--- src/rtl/audio_pwm_dac_pkg.sv ---
// Shared audio definitions: default sample width, midscale silence code,
// sample type and a helper for sizing the PWM frame counter.
package audio_pwm_dac_pkg;

  localparam int AUDIO_DATA_W = 8;

  typedef logic [AUDIO_DATA_W-1:0] sample_t;

  // Offset-binary silence: only the MSB set.
  localparam sample_t MIDSCALE = {1'b1, {(AUDIO_DATA_W-1){1'b0}}};

  // Width of a counter running 0..frames-1 (at least one bit).
  function automatic int frame_w(input int frames);
    frame_w = (frames > 32'sd1) ? $clog2(frames) : 32'sd1;
  endfunction

endpackage

--- src/rtl/audio_pwm_dac_fifo.sv ---
// Synchronous sample FIFO with push/pop, full/empty flags and occupancy.
// Pushes while full and pops while empty are ignored, so a pop and a push
// on the same edge into an empty FIFO simply stores the new entry.
module sample_fifo #(
  parameter int W     = 8,
  parameter int DEPTH = 4,
  localparam int AW   = $clog2(DEPTH),
  localparam int LW   = $clog2(DEPTH) + 1
) (
  input  logic          clk,
  input  logic          rst,
  input  logic          push_i,
  input  logic [W-1:0]  data_i,
  input  logic          pop_i,
  output logic [W-1:0]  data_o,
  output logic          full_o,
  output logic          empty_o,
  output logic [LW-1:0] level_o
);

  logic [W-1:0]  mem_q [DEPTH];
  logic [AW-1:0] wr_ptr_q, wr_ptr_d;
  logic [AW-1:0] rd_ptr_q, rd_ptr_d;
  logic [LW-1:0] count_q, count_d;
  logic          do_push_s;
  logic          do_pop_s;

  assign full_o  = (count_q == LW'(DEPTH));
  assign empty_o = (count_q == {LW{1'b0}});
  assign level_o = count_q;
  assign data_o  = mem_q[rd_ptr_q];

  // Qualify requests against the registered flags and compute pointer/count updates.
  always_comb begin
    do_push_s = push_i && !full_o;
    do_pop_s  = pop_i && !empty_o;
    wr_ptr_d  = wr_ptr_q;
    rd_ptr_d  = rd_ptr_q;
    count_d   = count_q;
    if (do_push_s) begin
      wr_ptr_d = wr_ptr_q + AW'(1);
    end else begin
      wr_ptr_d = wr_ptr_q;
    end
    if (do_pop_s) begin
      rd_ptr_d = rd_ptr_q + AW'(1);
    end else begin
      rd_ptr_d = rd_ptr_q;
    end
    case ({do_push_s, do_pop_s})
      2'b10:   count_d = count_q + LW'(1);
      2'b01:   count_d = count_q - LW'(1);
      default: count_d = count_q;
    endcase
  end

  // Pointer and occupancy registers.
  always_ff @(posedge clk or posedge rst) begin
    if (rst) begin
      wr_ptr_q <= {AW{1'b0}};
      rd_ptr_q <= {AW{1'b0}};
      count_q  <= {LW{1'b0}};
    end else begin
      wr_ptr_q <= wr_ptr_d;
      rd_ptr_q <= rd_ptr_d;
      count_q  <= count_d;
    end
  end

  // Sample storage; contents are discarded on reset.
  always_ff @(posedge clk or posedge rst) begin
    if (rst) begin
      mem_q <= '{default: {W{1'b0}}};
    end else if (do_push_s) begin
      mem_q[wr_ptr_q] <= data_i;
    end
  end

endmodule

--- src/rtl/audio_pwm_dac.sv ---
// Audio PWM DAC output stage: buffers offset-binary samples in a small FIFO
// and plays each one as PWM_FRAMES frames of 2**DATA_W-clock PWM. An empty
// FIFO at a sample boundary substitutes midscale silence and pulses underrun.
module audio_pwm_dac
  import audio_pwm_dac_pkg::*;
#(
  parameter int DATA_W     = AUDIO_DATA_W,
  parameter int FIFO_DEPTH = 4,
  parameter int PWM_FRAMES = 4,
  localparam int LVL_W     = $clog2(FIFO_DEPTH) + 1
) (
  input  logic              clk,
  input  logic              rst,
  input  logic              enable,
  input  logic              s_valid,
  output logic              s_ready,
  input  logic [DATA_W-1:0] s_data,
  output logic              pwm_out,
  output logic              underrun,
  output logic [LVL_W-1:0]  fifo_level
);

  localparam int                FRAME_W    = frame_w(PWM_FRAMES);
  localparam logic [FRAME_W-1:0] FRAME_LAST = FRAME_W'(PWM_FRAMES - 1);
  localparam logic [DATA_W-1:0]  CNT_MAX    = {DATA_W{1'b1}};
  localparam logic [DATA_W-1:0]  MID        = {1'b1, {(DATA_W-1){1'b0}}};

  logic [DATA_W-1:0]  pwm_cnt_q, pwm_cnt_d;
  logic [FRAME_W-1:0] frame_cnt_q, frame_cnt_d;
  logic [DATA_W-1:0]  cur_sample_q, cur_sample_d;
  logic               pwm_q, pwm_d;
  logic               underrun_q, underrun_d;
  logic               pop_s;
  logic               boundary_s;
  logic               fifo_full_s;
  logic               fifo_empty_s;
  logic [DATA_W-1:0]  fifo_head_s;

  sample_fifo #(
    .W     (DATA_W),
    .DEPTH (FIFO_DEPTH)
  ) u_fifo (
    .clk     (clk),
    .rst     (rst),
    .push_i  (s_valid),
    .data_i  (s_data),
    .pop_i   (pop_s),
    .data_o  (fifo_head_s),
    .full_o  (fifo_full_s),
    .empty_o (fifo_empty_s),
    .level_o (fifo_level)
  );

  assign s_ready  = !fifo_full_s;
  assign pwm_out  = pwm_q;
  assign underrun = underrun_q;

  // Counter advance, boundary handling (pop or silence) and PWM compare.
  always_comb begin
    pwm_cnt_d    = pwm_cnt_q;
    frame_cnt_d  = frame_cnt_q;
    cur_sample_d = cur_sample_q;
    pwm_d        = 1'b0;
    underrun_d   = 1'b0;
    pop_s        = 1'b0;
    boundary_s   = (pwm_cnt_q == CNT_MAX) && (frame_cnt_q == FRAME_LAST);
    if (enable) begin
      pwm_cnt_d = pwm_cnt_q + DATA_W'(1);
      if (pwm_cnt_q == CNT_MAX) begin
        if (frame_cnt_q == FRAME_LAST) begin
          frame_cnt_d = {FRAME_W{1'b0}};
        end else begin
          frame_cnt_d = frame_cnt_q + FRAME_W'(1);
        end
      end else begin
        frame_cnt_d = frame_cnt_q;
      end
      if (boundary_s) begin
        if (!fifo_empty_s) begin
          pop_s        = 1'b1;
          cur_sample_d = fifo_head_s;
        end else begin
          cur_sample_d = MID;
          underrun_d   = 1'b1;
        end
      end else begin
        cur_sample_d = cur_sample_q;
      end
      pwm_d = (pwm_cnt_q < cur_sample_q);
    end else begin
      // Disabled: park the counters so the next boundary is a full period away.
      pwm_cnt_d    = {DATA_W{1'b0}};
      frame_cnt_d  = {FRAME_W{1'b0}};
      cur_sample_d = cur_sample_q;
      pwm_d        = 1'b0;
      underrun_d   = 1'b0;
    end
  end

  // Playback state and registered outputs.
  always_ff @(posedge clk or posedge rst) begin
    if (rst) begin
      pwm_cnt_q    <= {DATA_W{1'b0}};
      frame_cnt_q  <= {FRAME_W{1'b0}};
      cur_sample_q <= MID;
      pwm_q        <= 1'b0;
      underrun_q   <= 1'b0;
    end else begin
      pwm_cnt_q    <= pwm_cnt_d;
      frame_cnt_q  <= frame_cnt_d;
      cur_sample_q <= cur_sample_d;
      pwm_q        <= pwm_d;
      underrun_q   <= underrun_d;
    end
  end

endmodule

--- config.mk ---
export PLATFORM = sky130hd
export DESIGN_NAME = audio_pwm_dac
export DESIGN_NICKNAME = d
export VERILOG_FILES = /design/src/rtl/audio_pwm_dac_pkg.sv /design/src/rtl/audio_pwm_dac_fifo.sv /design/src/rtl/audio_pwm_dac.sv
export SDC_FILE = /design/constraint.sdc
export NUM_CORES = 1
export LEC_CHECK = 0
export BUFFER_PORTS_ARGS = -buffer_cell sky130_fd_sc_hd__clkbuf_2
export CORE_ASPECT_RATIO = 0.5
export CORE_MARGIN = 5
export CORE_UTILIZATION = 40
export CTS_BUF_LIST = sky130_fd_sc_hd__clkbuf_4 sky130_fd_sc_hd__clkbuf_8 sky130_fd_sc_hd__clkbuf_16
export DETAILED_ROUTE_END_ITERATION = 6
export HOLD_SLACK_MARGIN = 0.12
export SLEW_MARGIN = 40
export SYNTH_ARGS = -nofsm -noshare
export SYNTH_HDL_FRONTEND = slang
export SYNTH_SLANG_ARGS = --single-unit
export TNS_END_PERCENT = 100
--- constraint.sdc ---
create_clock -name clk -period 2.2 [get_ports clk]
set_input_delay 0.66 -clock clk [delete_from_list [all_inputs] [get_ports clk]]
set_output_delay 0.66 -clock clk [all_outputs]
set_load 0.1 [all_outputs]
# == After elaboration in Yosys (flattened, before gate mapping) ==
# Index checks and enable logic that the tools add are counted.
# classes
addsub,6
magnitude_cmp,4
n_eq_ne,6
muxes,19
bitwise,2
reduce_logical,9
# op_table
op,n
2-to-1 mux 8 bit,5
bitwise mux 32 bit,1
binary-select mux 8 bit (select 2 bit),1
demux 8 bit (select 2 bit),1
adder 8 x 1 -> 8 bit (second input constant),1
== test 8 bit (second input constant),1
less-than comparator 8 bit,1
2-to-1 mux 1 bit,7
adder 2 x 1 -> 2 bit (second input constant),3
>= comparator 3 bit (second input constant),2
2-to-1 mux 2 bit,3
NOT 2 -> 3 bit,2
case mux 3 bit (2 select lines),1
== test 2 bit (second input constant),2
logical AND 1 bit,4
adder 3 x 1 -> 3 bit (second input constant),1
== test 3 bit (second input constant),1
logical NOT 3 bit,1
less-than comparator 3 x 1 -> 1 bit (second input constant),1
subtractor 3 x 1 -> 3 bit (second input constant),1
== test 2 x 1 -> 1 bit (second input constant),1
logical NOT 1 bit,2
!= test 2 x 1 -> 1 bit (second input constant),1
AND reduction 2 bit,1
nonzero test 2 bit,1
# word_totals
reg_bits,59
output_inout_bits,6

# == Depth between registers and ports, before layout ==
# depth
depth_word,7
mapped_depth,11
ltp_nobuf,10

# == Cells and area by module ==
# A second synthesis with hierarchy kept.
# unflattened
cells_unflattened,214
area_unflattened_um2,2861.5
# by_module_without_submodules
mod,n_inst,cells_per_inst,area_per_inst_um2,seq_area_each_um2
sample_fifo,1,115,1788.0,975.9
audio_pwm_dac,1,99,1073.5,501.7

# == Least setup slack after synthesis ==
# No wires, ideal clock.
# synth_timing
kind,reg2reg
start,register u_fifo.count_q[2] (netlist: u_fifo.level_o[2])
end,register u_fifo.count_q[2] (netlist: u_fifo.level_o[2])
arrival_time_ns,2.813
required_ns,2.037
slack_ns,-0.776
path_stages_with_launch,10
period_less_slack_ns,2.976
cell_sequence,dfrtp_1 or3b_1 buf_2 nand2_1 ha_1 inv_1 fa_1 xor2_1 nor2_1 xor2_1
# synth_between
elab_cells_between_ends,15
# synth_rtl
item,line,rtl
from (decl),audio_pwm_dac_fifo.sv:24,"logic [LW-1:0] count_q, count_d;"
from (signal assigned),audio_pwm_dac_fifo.sv:62,count_q <= {LW{1'b0}};
from (signal assigned),audio_pwm_dac_fifo.sv:66,count_q <= count_d;
== test 3 bit (*),audio_pwm_dac_fifo.sv:28,assign full_o = (count_q == LW'(DEPTH));
logical NOT 1 bit (*),-,
via s_ready,audio_pwm_dac.sv:16,"output logic s_ready,"
logical AND 1 bit (*),audio_pwm_dac_fifo.sv:35,do_push_s = push_i && !full_o;
== test 2 x 1 -> 1 bit / == test 2 bit (equally long branches),audio_pwm_dac_fifo.sv:50,"case ({do_push_s, do_pop_s})"
case mux 3 bit (2 select lines) / nonzero test 2 bit (equally long branches),-,
# The timed path passes the listed nets; every way through them passes the cells marked *.
# A chain may end at the register's enable or synchronous reset.

# == Worst setup path in the final report ==
# layout_timing
start,register u_fifo.count_q[1] (netlist: u_fifo.level_o[1])
end,output s_ready
# layout_between
elab_chain_cells,2
# layout_lines
item,line,rtl
== test 3 bit,audio_pwm_dac_fifo.sv:28,
logical NOT 1 bit,audio_pwm_dac.sv:54,assign s_ready = !fifo_full_s;
to (decl),audio_pwm_dac.sv:16,
# Every way passes these cells.

==> metrics <==
non-filler cells in the finished layout 343; run status finished, final reports clean; drt via density 5.10; Post-Syn Area 2810 µm²; number of global-route vias before repair 1891; crit path time final 2130 ps; core area 6750 µm²; HPWL after detailed placement 3880 µm; initial antenna violation count 0; Chip Height 69.3 µm; row cnt 21; Routed Antenna Nets 0; 1st-pass router iterations 4; root buf cell clkbuf_16; peak supply drop 0.520 mV; commonest non-fill, non-tap cell in the layout dfrtp_1; hold crit path type input pin to asynchronous set/reset pin; Syn-to-layout area delta 24.3%; max-capacitance violation count 0; Power per Cell Area 1250 nW/µm²; largest area contributor in the netlist dfrtp_1; Least-Margin Pin Slew 676 ps; I/O Pins 18; critical path launch point type register; Inserted Diodes 0; Clock Sinks 59; worst reg2reg setup slack 90 ps; IO Port Bufs 17; crit path DAT 1470 ps; Synth area leaders dfrtp_1, mux2_2, mux4_2; CTS max path bufs 2; Chip Width 129 µm; iteration-0 DRC count of the detailed router 51; CP Capture Type output pin; Crit Path Max Fanout 6; worst clock skew 6.60 ps; final hold violations 0; Routed wire per std cell 15.9 µm; TritonCTS clock tree built; CTS clk-pin slew, worst paths 50 ps; # fillers 562; Yosys warnings 0; GRT Total Usage 0.135; die area 8900 µm²; worst r2r src pwm_cnt_q[1]; sequential element share of the synthesized area 0.526; final non-filler cell area 3490 µm²; initial core utilization 0.416; path depth of the worst reg2reg path 10; distinct cell type count after synthesis 36; final worst path period share 0.970; Final Max Tran Viols 0; drt total wl 5470 µm; Placed Instances 325; share of post-route cells with drive strength above 1 0.454; htree depth 3; Reg-to-Reg End u_fifo.level_o[2]; Num CTS Buffers 9; Worst Setup SP u_fifo.level_o[1]; syn nets 232; Leakage 1.57 nW; Placed Area 3150 µm²; DRC errors left 0; register bit total from synthesis 59; most frequent cells in the layout dfrtp_1, mux2_2, buf_4, clkbuf_2, inv_1; mean post-synth cell area 13.7 µm²; share of the synthesized area in the top cell type 0.516; final layout net count 273; clk_lat worst skew 330 ps; final number of setup-violating endpoints 0; global-route wire length before repair 9380 µm; largest net degree at the start of global routing 24; Critical Path RT 1540 ps; Worst slew margin 0.546; gpl congestion 0.787; grt total ovfl 0; Synth Instances 205; Fmax 469 MHz; crit path capture s_ready; Vias 1748; Worst Path Class, Setup register to output pin
==> area by class of cell <==
class / count / area (µm²) / area share
Timing Repair Buffer: 35 / 235 / 0.0673
Clock buffer: 9 / 225 / 0.0645
Tap cell: 92 / 115 / 0.0330
Multi-Input combinational cell: 125 / 1280 / 0.367
Clock inverter: 7 / 92.6 / 0.0265
Sequential cell: 59 / 1480 / 0.424
Inverter: 16 / 60.1 / 0.0172
==> flip-flops by register name, indices dropped and copies added, names as in the netlist <==
signal and count:
cur_sample_q 8, frame_cnt_q 2, pwm_cnt_q 8, pwm_out 1
u_fifo.level_o 3, u_fifo.mem_q 32, u_fifo.rd_ptr_q 2, u_fifo.wr_ptr_q 2
underrun 1
==> metal layers <==
metal	routed length, µm	global-route usage
met2	2580	0.210
met5	0	0
met3	142	0.0385
met4	98	0.0594
met1	2640	0.176
==> worst min path at each step <==
stage               slack (ps)               from               end  cells past startpoint
global route               340                rst      pwm_cnt_q[6]                      2
detailed placement         480  u_fifo.level_o[1]          underrun                      1
global placement           480   u_fifo.mem_q[20]  u_fifo.mem_q[20]                      1
finish                     320                rst      pwm_cnt_q[6]                      2
CTS                        320                rst      pwm_cnt_q[6]                      2
floorplan                  460    cur_sample_q[0]   cur_sample_q[0]                      1
==> cells in the mapped netlist <==
master and n:
nand4_4 1, or3b_1 1, mux2_2 33, nor4_1 2, nand4_1 1, mux4_2 8
nand2_1 7, or3_2 3, o211ai_1 1, a21oi_1 3, dfstp_2 1, buf_2 2
clkbuf_1 2, a22o_1 7, xnor2_1 3, nor4_4 1, or3_1 2, buf_6 1
nand3_2 4, a211o_1 1, o21ai_0 5, nand3_1 4, inv_1 16, xor2_1 6
ha_1 14, and2_1 1, a2111oi_0 1, fa_1 1, dfrtp_1 58, nor2_1 6
mux2i_1 3, a22oi_1 1, nor3b_1 1, a41oi_1 1, nor3_1 1, nand2b_1 2
==> power breakdown <==
part	total (mW)	internal [mW]	switching (mW)	leakage, nW
registers	1.66	1.45	0.208	0.734
logic	1.23	0.567	0.658	0.689
clock network	1.47	0.985	0.486	0.147
total	4.36	3.01	1.35	1.57
==> logic make-up (layout without fill, tap and decap cells) <==
group | count (synthesis) | after routing | synth area share
DFF | 59 | 59 | 0.526
muxes | 44 | 44 | 0.207
and+or+nand+nor | 37 | 37 | 0.0873
buffers and inverters | 21 | 67 | 0.0316
AOI/OAI and AO/OA | 20 | 20 | 0.0508
adders and majority gates | 15 | 15 | 0.0695
xor gates and xnor gates | 9 | 9 | 0.0281
==> timing repair <==
item                                    in CTS  in global routing
endpoints found under the setup margin       2                  2
setup buffers                                0                  2
hold buffers                                 0                  0
pin swaps                                    0                  3
resized for setup                            2                  2
==> stage by stage <==
stage           util  setup WS, ps  power, mW  hold slack [ps]  TNS [ps]
3_5_place_dp   0.467          -214       2.91              483      -303
2_1_floorplan      -          -199       2.66              465      -414
6_report       0.517          66.6       4.36              317         0
3_3_place_gp   0.467          -179       2.84              483      -230
4_1_cts        0.515         0.260       4.40              317         0
5_1_grt        0.517         -4.53       4.58              340     -4.53
==> worst max-delay path: stages, from the launching register on <==
cell     delay, ps
dfrtp_2        430
or3b_4         460
buf_4          260
Note: power is estimated with default switching activity, not from simulation.
